`src/rtl/mp64_extbridge_if.sv`:
```
`default_nettype none
// ============================================================================
//  Module      : mp64_extbridge_if
//  Description : Handshake bundle for mp64_extbridge. Carries the held ext_*
//                request/ack channel from the memory subsystem and the 32-bit
//                valid/ready peripheral bus (pbus).
//                master : bridge side. It consumes ext requests, returns the
//                         ack and read data, and drives the pbus beats.
//                slave  : environment side. It drives ext requests and acts
//                         as the pbus responder.
//  Revision    : 1.0  initial release
// ============================================================================
interface mp64_extbridge_if;
    // ext request/ack channel
    logic        ext_req;
    logic [63:0] ext_addr;
    logic [63:0] ext_wdata;
    logic        ext_wen;
    logic [1:0]  ext_size;
    logic [63:0] ext_rdata;
    logic        ext_ack;
    // peripheral bus
    logic        pb_valid;
    logic [31:0] pb_addr;
    logic        pb_write;
    logic [31:0] pb_wdata;
    logic [3:0]  pb_wstrb;
    logic        pb_ready;
    logic [31:0] pb_rdata;
    logic        pb_err;

    modport master (
        input  ext_req, ext_addr, ext_wdata, ext_wen, ext_size,
        input  pb_ready, pb_rdata, pb_err,
        output ext_rdata, ext_ack,
        output pb_valid, pb_addr, pb_write, pb_wdata, pb_wstrb
    );

    modport slave (
        output ext_req, ext_addr, ext_wdata, ext_wen, ext_size,
        output pb_ready, pb_rdata, pb_err,
        input  ext_rdata, ext_ack,
        input  pb_valid, pb_addr, pb_write, pb_wdata, pb_wstrb
    );
endinterface
`default_nettype wire

```
`src/rtl/mp64_extbridge.sv`:
```
`default_nettype none
// ============================================================================
//  Module      : mp64_extbridge
//  Description : Turns each held 64-bit ext request into one beat (byte, half
//                or word) or two beats (dword) on the 32-bit pbus. Checks
//                alignment, aborts any beat that waits too long for pb_ready,
//                and captures the address of the first failing request.
//  Ports       : clk, rst_n (async, active low)
//                bus      - mp64_extbridge_if.master (ext_* and pb_* signals)
//                err_clr  - synchronous clear of the error capture
//                err_flag - sticky error indicator
//                err_addr - ext_addr of the first errored request
//  Revision    : 1.0  initial release
// ============================================================================
module mp64_extbridge #(
    parameter int unsigned TIMEOUT_CYCLES = 64,
    parameter logic [63:0] ERR_RDATA      = 64'hFFFF_FFFF_FFFF_FFFF
) (
    input  wire logic        clk,
    input  wire logic        rst_n,
    mp64_extbridge_if.master bus,
    input  wire logic        err_clr,
    output logic             err_flag,
    output logic [63:0]      err_addr
);

    localparam logic [15:0] C_TMO_LAST = 16'(TIMEOUT_CYCLES - 1);

    typedef enum logic [2:0] {
        S_IDLE  = 3'd0,
        S_CHECK = 3'd1,
        S_BEAT0 = 3'd2,
        S_BEAT1 = 3'd3,
        S_RESP  = 3'd4,
        S_GAP   = 3'd5
    } state_t;

    state_t      r_state;
    logic [63:0] r_addr;
    logic [63:0] r_wdata;
    logic        r_wen;
    logic [1:0]  r_size;
    logic [31:0] r_rdata_lo;     // dword beat0 read data, held for beat1
    logic [15:0] r_tmo;
    logic        r_pb_valid;
    logic [31:0] r_pb_addr;
    logic        r_pb_write;
    logic [31:0] r_pb_wdata;
    logic [3:0]  r_pb_wstrb;
    logic        r_ext_ack;
    logic [63:0] r_ext_rdata;
    logic        r_err_flag;
    logic [63:0] r_err_addr;

    logic        w_chk_err;
    logic        w_in_beat;
    logic        w_hs;
    logic        w_tmo;
    logic        w_err_evt;
    logic        w_to_resp;
    logic [31:0] w_b0_wdata;
    logic [3:0]  w_b0_wstrb;
    logic [31:0] w_lane;
    logic [63:0] w_rdata_next;

    assign w_chk_err = (r_addr[63:32] != 32'h0)
                     | ((r_size == 2'd1) & r_addr[0])
                     | ((r_size == 2'd2) & (r_addr[1:0] != 2'b00))
                     | ((r_size == 2'd3) & (r_addr[2:0] != 3'b000));

    assign w_in_beat = (r_state == S_BEAT0) | (r_state == S_BEAT1);
    assign w_hs      = r_pb_valid & bus.pb_ready;
    // Ready arriving in the last allowed cycle still wins over the abort.
    assign w_tmo     = r_pb_valid & ~bus.pb_ready & (r_tmo == C_TMO_LAST);
    assign w_err_evt = ((r_state == S_CHECK) & w_chk_err)
                     | (w_in_beat & ((w_hs & bus.pb_err) | w_tmo));

    // Every exit into RESP; only a clean dword beat0 continues to BEAT1.
    assign w_to_resp = ((r_state == S_CHECK) & w_chk_err)
                     | (w_in_beat & (w_tmo | (w_hs & (bus.pb_err
                         | ~((r_state == S_BEAT0) & (r_size == 2'd3))))));

    // Beat0 write lanes: narrow data is replicated so any lane can pick it.
    always_comb begin
        w_b0_wdata = r_wdata[31:0];
        w_b0_wstrb = 4'hF;
        case (r_size)
            2'd0: begin
                w_b0_wdata = {4{r_wdata[7:0]}};
                w_b0_wstrb = 4'b0001 << r_addr[1:0];
            end
            2'd1: begin
                w_b0_wdata = {2{r_wdata[15:0]}};
                w_b0_wstrb = r_addr[1] ? 4'b1100 : 4'b0011;
            end
            default: ;
        endcase
    end

    // Read lane select: shift the addressed bytes down and zero-extend.
    always_comb begin
        w_lane = bus.pb_rdata;
        case (r_size)
            2'd0: begin
                case (r_addr[1:0])
                    2'd0:    w_lane = {24'h0, bus.pb_rdata[7:0]};
                    2'd1:    w_lane = {24'h0, bus.pb_rdata[15:8]};
                    2'd2:    w_lane = {24'h0, bus.pb_rdata[23:16]};
                    default: w_lane = {24'h0, bus.pb_rdata[31:24]};
                endcase
            end
            2'd1:    w_lane = r_addr[1] ? {16'h0, bus.pb_rdata[31:16]}
                                        : {16'h0, bus.pb_rdata[15:0]};
            default: ;
        endcase
    end

    assign w_rdata_next = (r_state == S_BEAT1) ? {bus.pb_rdata, r_rdata_lo}
                                               : {32'h0, w_lane};

    always_ff @(posedge clk or negedge rst_n) begin
        if (!rst_n) begin
            r_state     <= S_IDLE;
            r_addr      <= '0;
            r_wdata     <= '0;
            r_wen       <= 1'b0;
            r_size      <= 2'd0;
            r_rdata_lo  <= '0;
            r_tmo       <= '0;
            r_pb_valid  <= 1'b0;
            r_pb_addr   <= '0;
            r_pb_write  <= 1'b0;
            r_pb_wdata  <= '0;
            r_pb_wstrb  <= 4'h0;
            r_ext_ack   <= 1'b0;
            r_ext_rdata <= '0;
        end else begin
            // ack and rdata are only non-zero for the single RESP cycle
            r_ext_ack   <= 1'b0;
            r_ext_rdata <= '0;
            if (w_to_resp) begin
                r_state     <= S_RESP;
                r_pb_valid  <= 1'b0;
                r_pb_addr   <= '0;
                r_pb_write  <= 1'b0;
                r_pb_wdata  <= '0;
                r_pb_wstrb  <= 4'h0;
                r_ext_ack   <= 1'b1;
                if (r_wen)
                    r_ext_rdata <= '0;
                else if (w_err_evt)
                    r_ext_rdata <= ERR_RDATA;
                else
                    r_ext_rdata <= w_rdata_next;
            end else begin
                case (r_state)
                    S_IDLE: begin
                        if (bus.ext_req) begin
                            r_addr     <= bus.ext_addr;
                            r_wdata    <= bus.ext_wdata;
                            r_wen      <= bus.ext_wen;
                            r_size     <= bus.ext_size;
                            r_rdata_lo <= '0;
                            r_state    <= S_CHECK;
                        end
                    end
                    S_CHECK: begin
                        r_state    <= S_BEAT0;
                        r_pb_valid <= 1'b1;
                        r_pb_addr  <= {r_addr[31:2], 2'b00};
                        r_pb_write <= r_wen;
                        r_pb_wdata <= w_b0_wdata;
                        r_pb_wstrb <= r_wen ? w_b0_wstrb : 4'h0;
                        r_tmo      <= '0;
                    end
                    S_BEAT0, S_BEAT1: begin
                        if (w_hs) begin
                            // Only a clean dword beat0 lands here.
                            r_rdata_lo <= w_rdata_next[31:0];
                            r_state    <= S_BEAT1;
                            r_pb_addr  <= r_pb_addr + 32'd4;
                            r_pb_wdata <= r_wdata[63:32];
                            r_pb_wstrb <= r_wen ? 4'hF : 4'h0;
                            r_tmo      <= '0;
                        end else begin
                            r_tmo <= r_tmo + 16'd1;
                        end
                    end
                    S_RESP:  r_state <= S_GAP;
                    S_GAP:   r_state <= S_IDLE;  // requester still deasserting
                    default: r_state <= S_IDLE;
                endcase
            end
        end
    end

    // Sticky error capture; a same-cycle clear discards the new error.
    always_ff @(posedge clk or negedge rst_n) begin
        if (!rst_n) begin
            r_err_flag <= 1'b0;
            r_err_addr <= '0;
        end else if (err_clr) begin
            r_err_flag <= 1'b0;
            r_err_addr <= '0;
        end else if (w_err_evt) begin
            r_err_flag <= 1'b1;
            if (!r_err_flag)
                r_err_addr <= r_addr;
        end
    end

    assign bus.pb_valid  = r_pb_valid;
    assign bus.pb_addr   = r_pb_addr;
    assign bus.pb_write  = r_pb_write;
    assign bus.pb_wdata  = r_pb_wdata;
    assign bus.pb_wstrb  = r_pb_wstrb;
    assign bus.ext_ack   = r_ext_ack;
    assign bus.ext_rdata = r_ext_rdata;
    assign err_flag      = r_err_flag;
    assign err_addr      = r_err_addr;

endmodule
`default_nettype wire

```
`src/flat_wrapper.sv`:
```
// flat-port wrapper written by rule: the top's interface ports become plain ports
module mp64_extbridge_flat 
#(
    parameter int unsigned TIMEOUT_CYCLES = 64,
    parameter logic [63:0] ERR_RDATA      = 64'hFFFF_FFFF_FFFF_FFFF
)
  (clk, rst_n, err_clr, err_flag, err_addr, bus_ext_req, bus_ext_addr, bus_ext_wdata, bus_ext_wen, bus_ext_size, bus_pb_ready, bus_pb_rdata, bus_pb_err, bus_ext_rdata, bus_ext_ack, bus_pb_valid, bus_pb_addr, bus_pb_write, bus_pb_wdata, bus_pb_wstrb);
  mp64_extbridge_if bus_i ();
  input  wire logic clk;
  input  wire logic rst_n;
  input  wire logic err_clr;
  output logic err_flag;
  output logic [63:0] err_addr;
  input wire logic [$bits(bus_i.ext_req)-1:0] bus_ext_req;
  input wire logic [$bits(bus_i.ext_addr)-1:0] bus_ext_addr;
  input wire logic [$bits(bus_i.ext_wdata)-1:0] bus_ext_wdata;
  input wire logic [$bits(bus_i.ext_wen)-1:0] bus_ext_wen;
  input wire logic [$bits(bus_i.ext_size)-1:0] bus_ext_size;
  input wire logic [$bits(bus_i.pb_ready)-1:0] bus_pb_ready;
  input wire logic [$bits(bus_i.pb_rdata)-1:0] bus_pb_rdata;
  input wire logic [$bits(bus_i.pb_err)-1:0] bus_pb_err;
  output wire logic [$bits(bus_i.ext_rdata)-1:0] bus_ext_rdata;
  output wire logic [$bits(bus_i.ext_ack)-1:0] bus_ext_ack;
  output wire logic [$bits(bus_i.pb_valid)-1:0] bus_pb_valid;
  output wire logic [$bits(bus_i.pb_addr)-1:0] bus_pb_addr;
  output wire logic [$bits(bus_i.pb_write)-1:0] bus_pb_write;
  output wire logic [$bits(bus_i.pb_wdata)-1:0] bus_pb_wdata;
  output wire logic [$bits(bus_i.pb_wstrb)-1:0] bus_pb_wstrb;
  assign bus_i.ext_req = bus_ext_req;
  assign bus_i.ext_addr = bus_ext_addr;
  assign bus_i.ext_wdata = bus_ext_wdata;
  assign bus_i.ext_wen = bus_ext_wen;
  assign bus_i.ext_size = bus_ext_size;
  assign bus_i.pb_ready = bus_pb_ready;
  assign bus_i.pb_rdata = bus_pb_rdata;
  assign bus_i.pb_err = bus_pb_err;
  assign bus_ext_rdata = bus_i.ext_rdata;
  assign bus_ext_ack = bus_i.ext_ack;
  assign bus_pb_valid = bus_i.pb_valid;
  assign bus_pb_addr = bus_i.pb_addr;
  assign bus_pb_write = bus_i.pb_write;
  assign bus_pb_wdata = bus_i.pb_wdata;
  assign bus_pb_wstrb = bus_i.pb_wstrb;
  mp64_extbridge #(.TIMEOUT_CYCLES(TIMEOUT_CYCLES), .ERR_RDATA(ERR_RDATA)) u_core (.clk(clk), .rst_n(rst_n), .bus(bus_i), .err_clr(err_clr), .err_flag(err_flag), .err_addr(err_addr));
endmodule
```
`config.mk`:
```
export PLATFORM = sky130hd
export DESIGN_NAME = mp64_extbridge_flat
export DESIGN_NICKNAME = d
export VERILOG_FILES = /design/src/rtl/mp64_extbridge_if.sv /design/src/rtl/mp64_extbridge.sv /design/src/flat_wrapper.sv
export SDC_FILE = /design/constraint.sdc
export NUM_CORES = 1
export LEC_CHECK = 0
export CAP_MARGIN = 20
export CORE_MARGIN = 5
export CORE_UTILIZATION = 35
export CTS_CLUSTER_DIAMETER = 150
export DETAILED_ROUTE_END_ITERATION = 10
export DONT_BUFFER_PORTS = 1
export HOLD_SLACK_MARGIN = 0.03
export PLACE_DENSITY = 0.45
export SYNTH_ARGS = -nofsm -noshare
export SYNTH_HDL_FRONTEND = slang
export SYNTH_SLANG_ARGS = --single-unit
```
`constraint.sdc`:
```
create_clock -name clk -period 2.45 [get_ports clk]
set_input_delay 0.245 -clock clk [delete_from_list [all_inputs] [get_ports clk]]
set_output_delay 0.245 -clock clk [all_outputs]
set_load 0.02 [all_outputs]
```
==> results of run 1 <==
worst register-to-register path: stages, from the launching register on:
cell and delay, ns:
dfrtp_1 0.38, or4_4 0.53, nand4bb_4 0.29, or2_1 0.28
a31oi_4 0.19, buf_12 0.15, buf_12 0.20, mux2i_1 0.27
logic make-up (layout without fill, tap and decap cells):
family                   Yosys count  after routing  share of synthesized area, %
AND/OR/NAND/NOR                  487            487                          14.3
adder cells (fa/ha/maj)            2              2                         0.143
other                              1              2                        0.0214
multiplexers                     217            217                          13.4
buffers and inverters            140            363                          3.90
XOR/XNOR                           2              2                         0.100
AO/OA/AOI/OAI                    360            361                          13.9
flip-flops                       380            380                          54.3
area by class of cell:
cell class / instances / area share, %
Clock inverter: 16 / 0.897
Tap cell: 672 / 3.81
Multi-Input combinational cell: 1071 / 33.8
Timing Repair Buffer: 267 / 12.0
Inverter: 14 / 0.238
Clock buffer: 66 / 6.02
Sequential cell: 380 / 43.2
cell usage in the layout, fill, tap and decap left out, types with 35 or more instances in the layout:
cell	n
mux2_2	136
o31ai_1	35
a21oi_1	78
nand2b_1	131
nand2_1	160
nand3_1	48
buf_4	84
clkbuf_16	48
mux2i_1	81
nor2_1	48
dlygate4sd3_1	165
o21ai_0	75
dfrtp_1	379
flip-flops by register name, indices dropped and copies added (netlist names):
signal and count:
u_core.r_wen 1, u_core.r_wdata 64, u_core.r_addr 64, u_core.bus.ext_rdata 64
u_core.bus.pb_write 1, u_core.r_state 3, u_core.bus.ext_ack 1, u_core.bus.pb_wdata 32
u_core.bus.pb_wstrb 4, u_core.err_flag 1, u_core.err_addr 64, u_core.r_size 2
u_core.bus.pb_addr 30, u_core.r_tmo 16, u_core.r_rdata_lo 32, u_core.bus.pb_valid 1
cells in the mapped netlist (21+ instances only):
master	number	share of area, %
dfrtp_1	380	54
nand2_1	160	3.4
mux2_2	136	8.7
nand2b_1	132	4.7
clkbuf_1	86	1.8
mux2i_1	81	4.6
a21oi_1	79	2.3
o21ai_0	75	2.1
nand3_1	49	1.4
nor2_1	49	1.0
o31ai_1	35	1.5
a22o_1	32	1.6
buf_2	23	0.66
a31oi_1	22	0.79
nor4_1	21	0.75
metal layers:
layer | vias to the layer above | routed length (um) | global-route usage (%)
li1 | 6131 | - | -
met1 | 6630 | 24100 | 26.4
met2 | 401 | 27500 | 33.1
met3 | 80 | 4470 | 5.74
met4 | 2 | 1370 | 5.54
met5 | - | 13 | 0
final timing paths:
check                           cells past startpoint                       to  slack, ns                 start
worst max register to register                      7       u_core.err_addr[9]       0.07      u_core.r_tmo[12]
min in group clk                                    3  u_core.bus.ext_rdata[9]       0.07      bus_pb_rdata[25]
max in group asynchronous                           0  u_core.bus.pb_wdata[11]       2.49                 rst_n
worst min register to register                      2     u_core.r_rdata_lo[3]       0.48  u_core.r_rdata_lo[3]
worst min-delay path                                0      u_core.err_addr[51]      -0.63                 rst_n
worst max-delay path                                7       u_core.err_addr[9]       0.07      u_core.r_tmo[12]
power by group through the flow:
stage               clock network (uW)  registers (uW)  logic (uW)
floorplan                            0           11100        6700
CTS                               7100           11600       10000
global route                      7330           11900       11000
global placement                     0           11700        9610
detailed placement                   0           11700        9760
finish                            6890           11600       10100
through the flow:
step / TNS, ns / hold WS, ns / total power [uW]
6_report: 0 / -0.631 / 28500
5_1_grt: -0.0446 / -0.670 / 30300
4_1_cts: 0 / -0.677 / 28800
3_5_place_dp: -1.20 / -0.0367 / 21500
3_3_place_gp: -2.12 / -0.0405 / 21300
2_1_floorplan: 0 / -0.0506 / 17800
what timing repair did:
item	4_1_cts	5_1_grt
buffers inserted	0	1
cloned	0	2
pin swaps	0	2
endpoints found under the hold margin	660	380
gates resized for setup	1	6
setup endpoints to repair	85	92
==> impl_results.md, run 1 <==
- Period utilization: 97.0%
- Die W: 234 um
- Mapped cell area: 0.0175 mm^2
- Drt pass-1 iters: 5
- Min Clock Period, post-route: 2.38 ns
- Post-synth EDFFs: 0
- DRT antenna net count: 0
- CTS Hold Bufs: 166
- Slowest CP cell: or4_4
- Initial antenna violation count: 2
- Gr usage total: 20.2%
- Total die area: 0.0547 mm^2
- Area of the multi-input gates: 0.00746 mm^2
- Largest net degree at the start of global routing: 381
- Worst hold slack: -0.631 ns
- Final Hold Viols: 380
- P per Cell Area: 1300 mW/mm^2
- Clock root cell: clkbuf_16
- Post-synth cell types: 68
- Max VDD drop: 863 uV
- Worst Path Arrival: 2.85 ns
- Die Height: 234 um
- Gpl congestion: 0.826
- Setup CP Type: reg -> reg
- Setup WS post-layout: 0.0745 ns
- Layout Nets: 1951
- # IOs: 369
- Leakage power: 0.00930 uW
- Worst-path fanout max: 22
- Area grow syn2layout: 25.7%
- Unrepaired setup endpoints after global routing: true
- CP Launch Type: register
- Core area: 0.0499 mm^2
- Reg area: 0.00951 mm^2
- Routed vias: 13200
- Required time worst endpoint: 2.93 ns
- Top_reg_cell synth: dfrtp_1
- H-tree lvl count: 2
- Final std cells w/o fill: 2486
- Clock Power Share: 24.1%
- Total grt overflow: 0
- Vias in the first global route: 13400
- Synth Area per Inst: 11.0 um^2
- Row cnt: 82
- Worst-path clk slew: 0.06 ns
- Warnings, synthesis: 0
- Latest clock arrival within the worst-skew pair: 0.59 ns
- Crit. End Element: register
- Initial core utilization: 35.2%
- Placed Area: 0.0187 mm^2
- Bufs on Longest Clock Path: 3
- Final slew viol count: 0
- Seq pwr share: 40.6%
- Dpl hpwl: 38300 um
- CTS tree: built
- CTS Sinks: 380
- Final instance area: 0.0220 mm^2
- WL/cell: 23.1 um
- Status: finished, violations left
- Final Core Density: 44.2%
- DRC marker count from the first detailed-route iteration: 985
- Switching share of power: 39.6%
- Crit-path leading delay family: simple AND/OR/NAND/NOR gates
- Inserted Diodes: 0
- Worst-path cell chain: or4_4, nand4bb_4, or2_1, a31oi_4, buf_12, buf_12, mux2i_1
- Clk_skew: 0.0347 ns
- Worst Tran Pin Value: 1.11 ns
- Fillers: 4737
- First-pass GRT wire length: 85200 um
- Final setup fails: 0
- Cell count after placement: 2235
- Post-route DRC: 0
- Fmax: 421 MHz
- Worst stage delay on the critical path: 0.53 ns
- MaxCap Viol Count: 0
- Combinational share of power: 35.2%
- P_int: 17200 uW
- Via density: 5.33
- Total clock buffers created by CTS: 46
- Net Sw Power: 11300 uW
- WL final: 57500 um
- Failing checks: hold timing
- IO buf count: 0
- Register area share after synthesis: 54.3%
- Buffers & Inverters on Critical Path: 2
- Top cell by count, worst path: buf_12
- FFs w/ async S/R, synth: 100%
- Type of the tightest min-delay check: in -> async
- Gate Count Post-Synth: 1589
- Share of post-route cells with drive strength above 1: 18.9%
- Relative slew slack: 25.3%
- Yosys reg bits: 380
- Dpl ws: -0.0700 ns
Power figures use the tool's default switching activity.
==> run 2: changes to the inputs <==
==> constraint.sdc (replaced) <==
create_clock -name clk -period 2.45 [get_ports clk]
set_input_delay 0.1225 -clock clk [delete_from_list [all_inputs] [get_ports clk]]
set_output_delay 0.1225 -clock clk [all_outputs]
set_load 0.02 [all_outputs]
==> impl_results.md, run 2 (same netlist as run 1, synthesis figures left out) <==
- Status: finished, violations left
- Failing checks: hold timing
- Worst Path Arrival: 2.86 ns
- WL final: 57700 um
- Via density: 5.33
- Min Clock Period, post-route: 2.38 ns
- Drt pass-1 iters: 5
- Vias in the first global route: 13400
- CTS Hold Bufs: 168
- Dpl ws: -0.0700 ns
- Final Core Density: 44.2%
- Routed vias: 13300
- Worst-path clk slew: 0.06 ns
- Slowest CP cell: or4_4
- Max Used Layer: met5
- Clk_skew: 0.0319 ns
- Gr usage total: 20.3%
- Routed wl met3: 4430 um
- CP Launch Type: register
- Total clock buffers created by CTS: 46
- Required time worst endpoint: 2.93 ns
- H-tree lvl count: 2
- Row cnt: 82
- Crit. End Element: register
- # IOs: 369
- Worst-path cell chain: or4_4, nand4bb_4, or2_1, a31oi_4, buf_12, buf_12, mux2i_1
- Die W: 234 um
- Layout Nets: 1953
- DRT antenna net count: 0
- Fillers: 4734
- P per Cell Area: 1290 mW/mm^2
- CTS Sinks: 380
- Worst-path fanout max: 22
- Share of post-route cells with drive strength above 1: 18.8%
- First-pass GRT wire length: 85600 um
- Fmax: 421 MHz
- Post-route DRC: 0
- Commonest non-fill, non-tap cell in the layout: dfrtp_1
- Initial antenna violation count: 2
- Bufs on Longest Clock Path: 3
- Met1 Wirelength: 24200 um
- Unrepaired setup endpoints after global routing: true
- WP depth: 7
- Inserted Diodes: 0
- Final Hold Viols: 380
- Worst Tran Pin Value: 1.12 ns
- Final TNS setup: 0 ns
- Total grt overflow: 0
- Relative slew slack: 24.7%
- MaxCap Viol Count: 0
- CTS tree: built
- DRC marker count from the first detailed-route iteration: 1007
- Met2 WL: 27700 um
- Crit-path leading delay family: simple AND/OR/NAND/NOR gates
- Type of the tightest min-delay check: in -> async
- Gpl congestion: 0.826
- Worst hold slack: -0.755 ns
- Dpl hpwl: 38300 um
- Latest clock arrival within the worst-skew pair: 0.59 ns
- Core area: 0.0499 mm^2
- Worst reg2reg path depth: 7
- Period utilization: 97.0%
- WL/cell: 23.2 um
- Leakage power: 0.00931 uW
- Area grow syn2layout: 25.9%
- Top cell by count, worst path: buf_12
- Die Height: 234 um
- IO buf count: 0
- Final setup fails: 0
- Worst stage delay on the critical path: 0.53 ns
- Total die area: 0.0547 mm^2
- Buffers & Inverters on Critical Path: 2
- Final slew viol count: 0
- Max VDD drop: 860 uV
- Setup CP Type: reg -> reg
- Most frequent cells in the layout: dfrtp_1, dlygate4sd3_1, nand2_1, mux2_2, nand2b_1
- Setup WS post-layout: 0.0732 ns
- Clock root cell: clkbuf_16
- Initial core utilization: 35.2%
- Largest net degree at the start of global routing: 381
==> run 2: cell types whose count changed in the layout (fill, tap and decap cells not counted) <==
cell / before / now
dlygate4sd3_1: 165 / 167
==> run 2: area by class of cell <==
class                           instances  area (um^2)  share of cell area (%)
Inverter                               14         52.6                   0.238
Timing Repair Buffer                  269         2680                    12.1
Sequential cell                       380         9510                    43.1
Clock inverter                         16          198                   0.896
Tap cell                              672          841                    3.81
Clock buffer                           66         1330                    6.02
Multi-Input combinational cell       1071         7460                    33.8
==> run 2: final timing paths <==
check,end,start,slack [ns]
setup / recovery,u_core.err_addr[9],u_core.r_tmo[12],0.07
hold / removal,u_core.err_addr[51],rst_n,-0.75
setup reg to reg,u_core.err_addr[9],u_core.r_tmo[12],0.07
hold reg to reg,u_core.r_rdata_lo[3],u_core.r_rdata_lo[3],0.48
max in group asynchronous,u_core.bus.pb_wdata[11],rst_n,2.60
min in group clk,u_core.bus.ext_rdata[13],bus_pb_rdata[13],0.07
==> run 2: worst register-to-register path, cell delays in order (launching register included) <==
cell and delay (ns):
dfrtp_1 0.38, or4_4 0.53, nand4bb_4 0.28, or2_1 0.28
a31oi_4 0.19, buf_12 0.15, buf_12 0.20, mux2i_1 0.28
==> run 2: per-stage QoR <==
| stage | power, uW | cell area [um^2] | cells | hold WS [ns] |
|---|---|---|---|---|
| 2_1_floorplan | 17800 | 17500 | 1590 | -0.173 |
| 3_3_place_gp | 21300 | 18700 | 2235 | -0.163 |
| 3_5_place_dp | 21500 | 18700 | 2235 | -0.159 |
| 4_1_cts | 28800 | 22000 | 2485 | -0.799 |
| 5_1_grt | 30300 | 22100 | 2488 | -0.793 |
| 6_report | 28600 | 22100 | 2488 | -0.755 |
==> run 2: routing by layer <==
layer,GRT usage [%],vias up
met1,26.5,6621
met5,0,-
li1,-,6133
met4,5.47,2
met3,5.79,80
met2,33.3,414
==> run 2: power by group <==
| part | switching, uW | total (uW) | internal [uW] |
|---|---|---|---|
| Combinational | 5490 | 10100 | 4570 |
| Sequential | 3040 | 11600 | 8570 |
| Clock | 2800 | 6890 | 4090 |
| Total | 11300 | 28600 | 17200 |
==> run 2: repair_timing <==
action                                  in CTS  in global routing
cloned                                       0                  2
gates resized for setup                      1                  6
buffers inserted                             0                  1
endpoints found under the hold margin      671                380
endpoints found under the setup margin      85                 93
pin swaps                                    0                  2
==> run 3: changes to the inputs <==
- CAP_MARGIN: 20 -> 10
- CORE_UTILIZATION: 35 -> 64
- GPL_ROUTABILITY_DRIVEN: unset -> 0
- PLACE_DENSITY: 0.45 -> 0.76
==> impl_results.md, run 3 (same netlist as run 1, synthesis figures left out) <==
- Clk_skew: 0.0132 ns
- Commonest non-fill, non-tap cell in the layout: dfrtp_1
- H-tree lvl count: 2
- Worst Tran Pin Value: 1.07 ns
- Worst Path Arrival: 2.81 ns
- Routed vias: 14100
- Crit Reg-Reg Endpoint: u_core.bus.pb_wstrb[2]
- Total die area: 0.0308 mm^2
- Final setup fails: 0
- Most frequent cells in the layout: dfrtp_1, dlygate4sd3_1, nand2_1, mux2_2, nand2b_1
- Slowest CP cell: nor4_1
- Min Clock Period, post-route: 2.39 ns
- Total grt overflow: 0
- P per Cell Area: 1300 mW/mm^2
- Period utilization: 97.7%
- IO buf count: 0
- DRT antenna net count: 0
- Row cnt: 60
- Status: finished, violations left
- DRC marker count from the first detailed-route iteration: 1437
- Crit. End Element: register
- Via density: 6.59
- Top cell by count, worst path: buf_4
- Dpl hpwl: 32600 um
- MaxCap Viol Count: 0
- Relative slew slack: 27.9%
- Required time worst endpoint: 2.86 ns
- Final TNS setup: 0 ns
- Core area: 0.0270 mm^2
- Initial core utilization: 65.0%
- Worst reg2reg path depth: 8
- Placed Area: 0.0182 mm^2
- Die Height: 175 um
- Worst-path fanout max: 41
- Worst-path cell chain: nor4_1, nand4_1, buf_4, o31ai_2, buf_4, nand2_1, buf_12, o41ai_1
- Total Power: 27800 uW
- Post-route DRC: 0
- Worst-path clk slew: 0.06 ns
- Worst stage delay on the critical path: 0.46 ns
- Layout Nets: 1929
- # IOs: 369
- Total clock buffers created by CTS: 40
- Type of the tightest min-delay check: in -> async
- Worst hold slack: -0.716 ns
- First-pass GRT wire length: 82300 um
- Latest clock arrival within the worst-skew pair: 0.53 ns
- WL final: 53200 um
- Drt pass-1 iters: 6
- WL/cell: 25.0 um
- R2r setup slk: 0.06 ns
- CP Launch Type: register
- Fmax: 418 MHz
- Final slew viol count: 0
- Leakage power: 0.00918 uW
- Setup CP Type: reg -> reg
- Die W: 175 um
- Max VDD drop: 830 uV
- Failing checks: hold timing
- CTS Sinks: 380
- Vias in the first global route: 14300
- Largest net degree at the start of global routing: 381
- Share of post-route cells with drive strength above 1: 18.1%
- Final Core Density: 79.2%
- Final Hold Viols: 380
- R2r startpoint: u_core.r_addr[58]
- Area grow syn2layout: 21.8%
- Bufs on Longest Clock Path: 3
- Clock root cell: clkbuf_16
- CTS Hold Bufs: 167
- Gr usage total: 33.6%
- CTS tree: built
- Initial antenna violation count: 3
- Final instance area: 0.0214 mm^2
==> run 3: final cells by class <==
cell class / instances / area, um^2
sequential: 380 / 9510
multi-input combinational: 1070 / 7460
fill: 1544 / 5600
timing repair buffer: 252 / 2560
clock buffer: 59 / 1210
tap: 341 / 427
clock inverter: 13 / 125
inverter: 14 / 52.6
antenna: 3 / 7.51
==> run 3: how the worst max path moves through the flow <==
stage | cells past startpoint | slack (ns) | from | endpoint
3_5_place_dp | 7 | -0.02 | u_core.r_tmo[0] | u_core.r_tmo[12]
4_1_cts | 8 | 0.02 | u_core.r_addr[36] | u_core.bus.pb_wstrb[2]
2_1_floorplan | 7 | 0.27 | u_core.r_tmo[12] | u_core.err_addr[10]
3_3_place_gp | 7 | 0.07 | u_core.r_tmo[0] | u_core.r_tmo[12]
6_report | 8 | 0.06 | u_core.r_addr[58] | u_core.bus.pb_wstrb[2]
5_1_grt | 8 | -0.02 | u_core.r_addr[44] | u_core.bus.pb_wstrb[2]
==> run 3: metrics by stage <==
step,std cells,setup WS [ns]
finish,2132,0.0554
detailed placement,1884,-0.0195
CTS,2124,0.0226
floorplan,1590,0.268
global route,2132,-0.0185
global placement,1884,0.0683
==> run 3: per-layer routing <==
metal,global-route usage [%],vias up,share of wire [%]
met5,0,-,0
met1,41.5,6985,37
met3,10.1,152,11
met4,10.5,0,3.5
met2,57.2,856,49
li1,-,6063,-
==> run 3: critical path, delay by kind of cell (launching register included) <==
family                 cells  cell delay, ns
AOI/OAI and AO/OA          2            0.52
and+or+nand+nor            3            0.74
buffers and inverters      3            0.60
DFF                        1            0.39
==> run 3: repair_timing <==
item	in CTS	in global routing
hold endpoints to repair	663	380
cloned	0	2
resized for setup	1	10
pin swaps	1	2
endpoints found under the setup margin	4	162
setup buffers	1	3
==> run 3: power by group <==
group	switching, uW	internal [uW]
Sequential	3170	8570
Combinational	5470	4460
Clock	2510	3650
Total	11200	16700
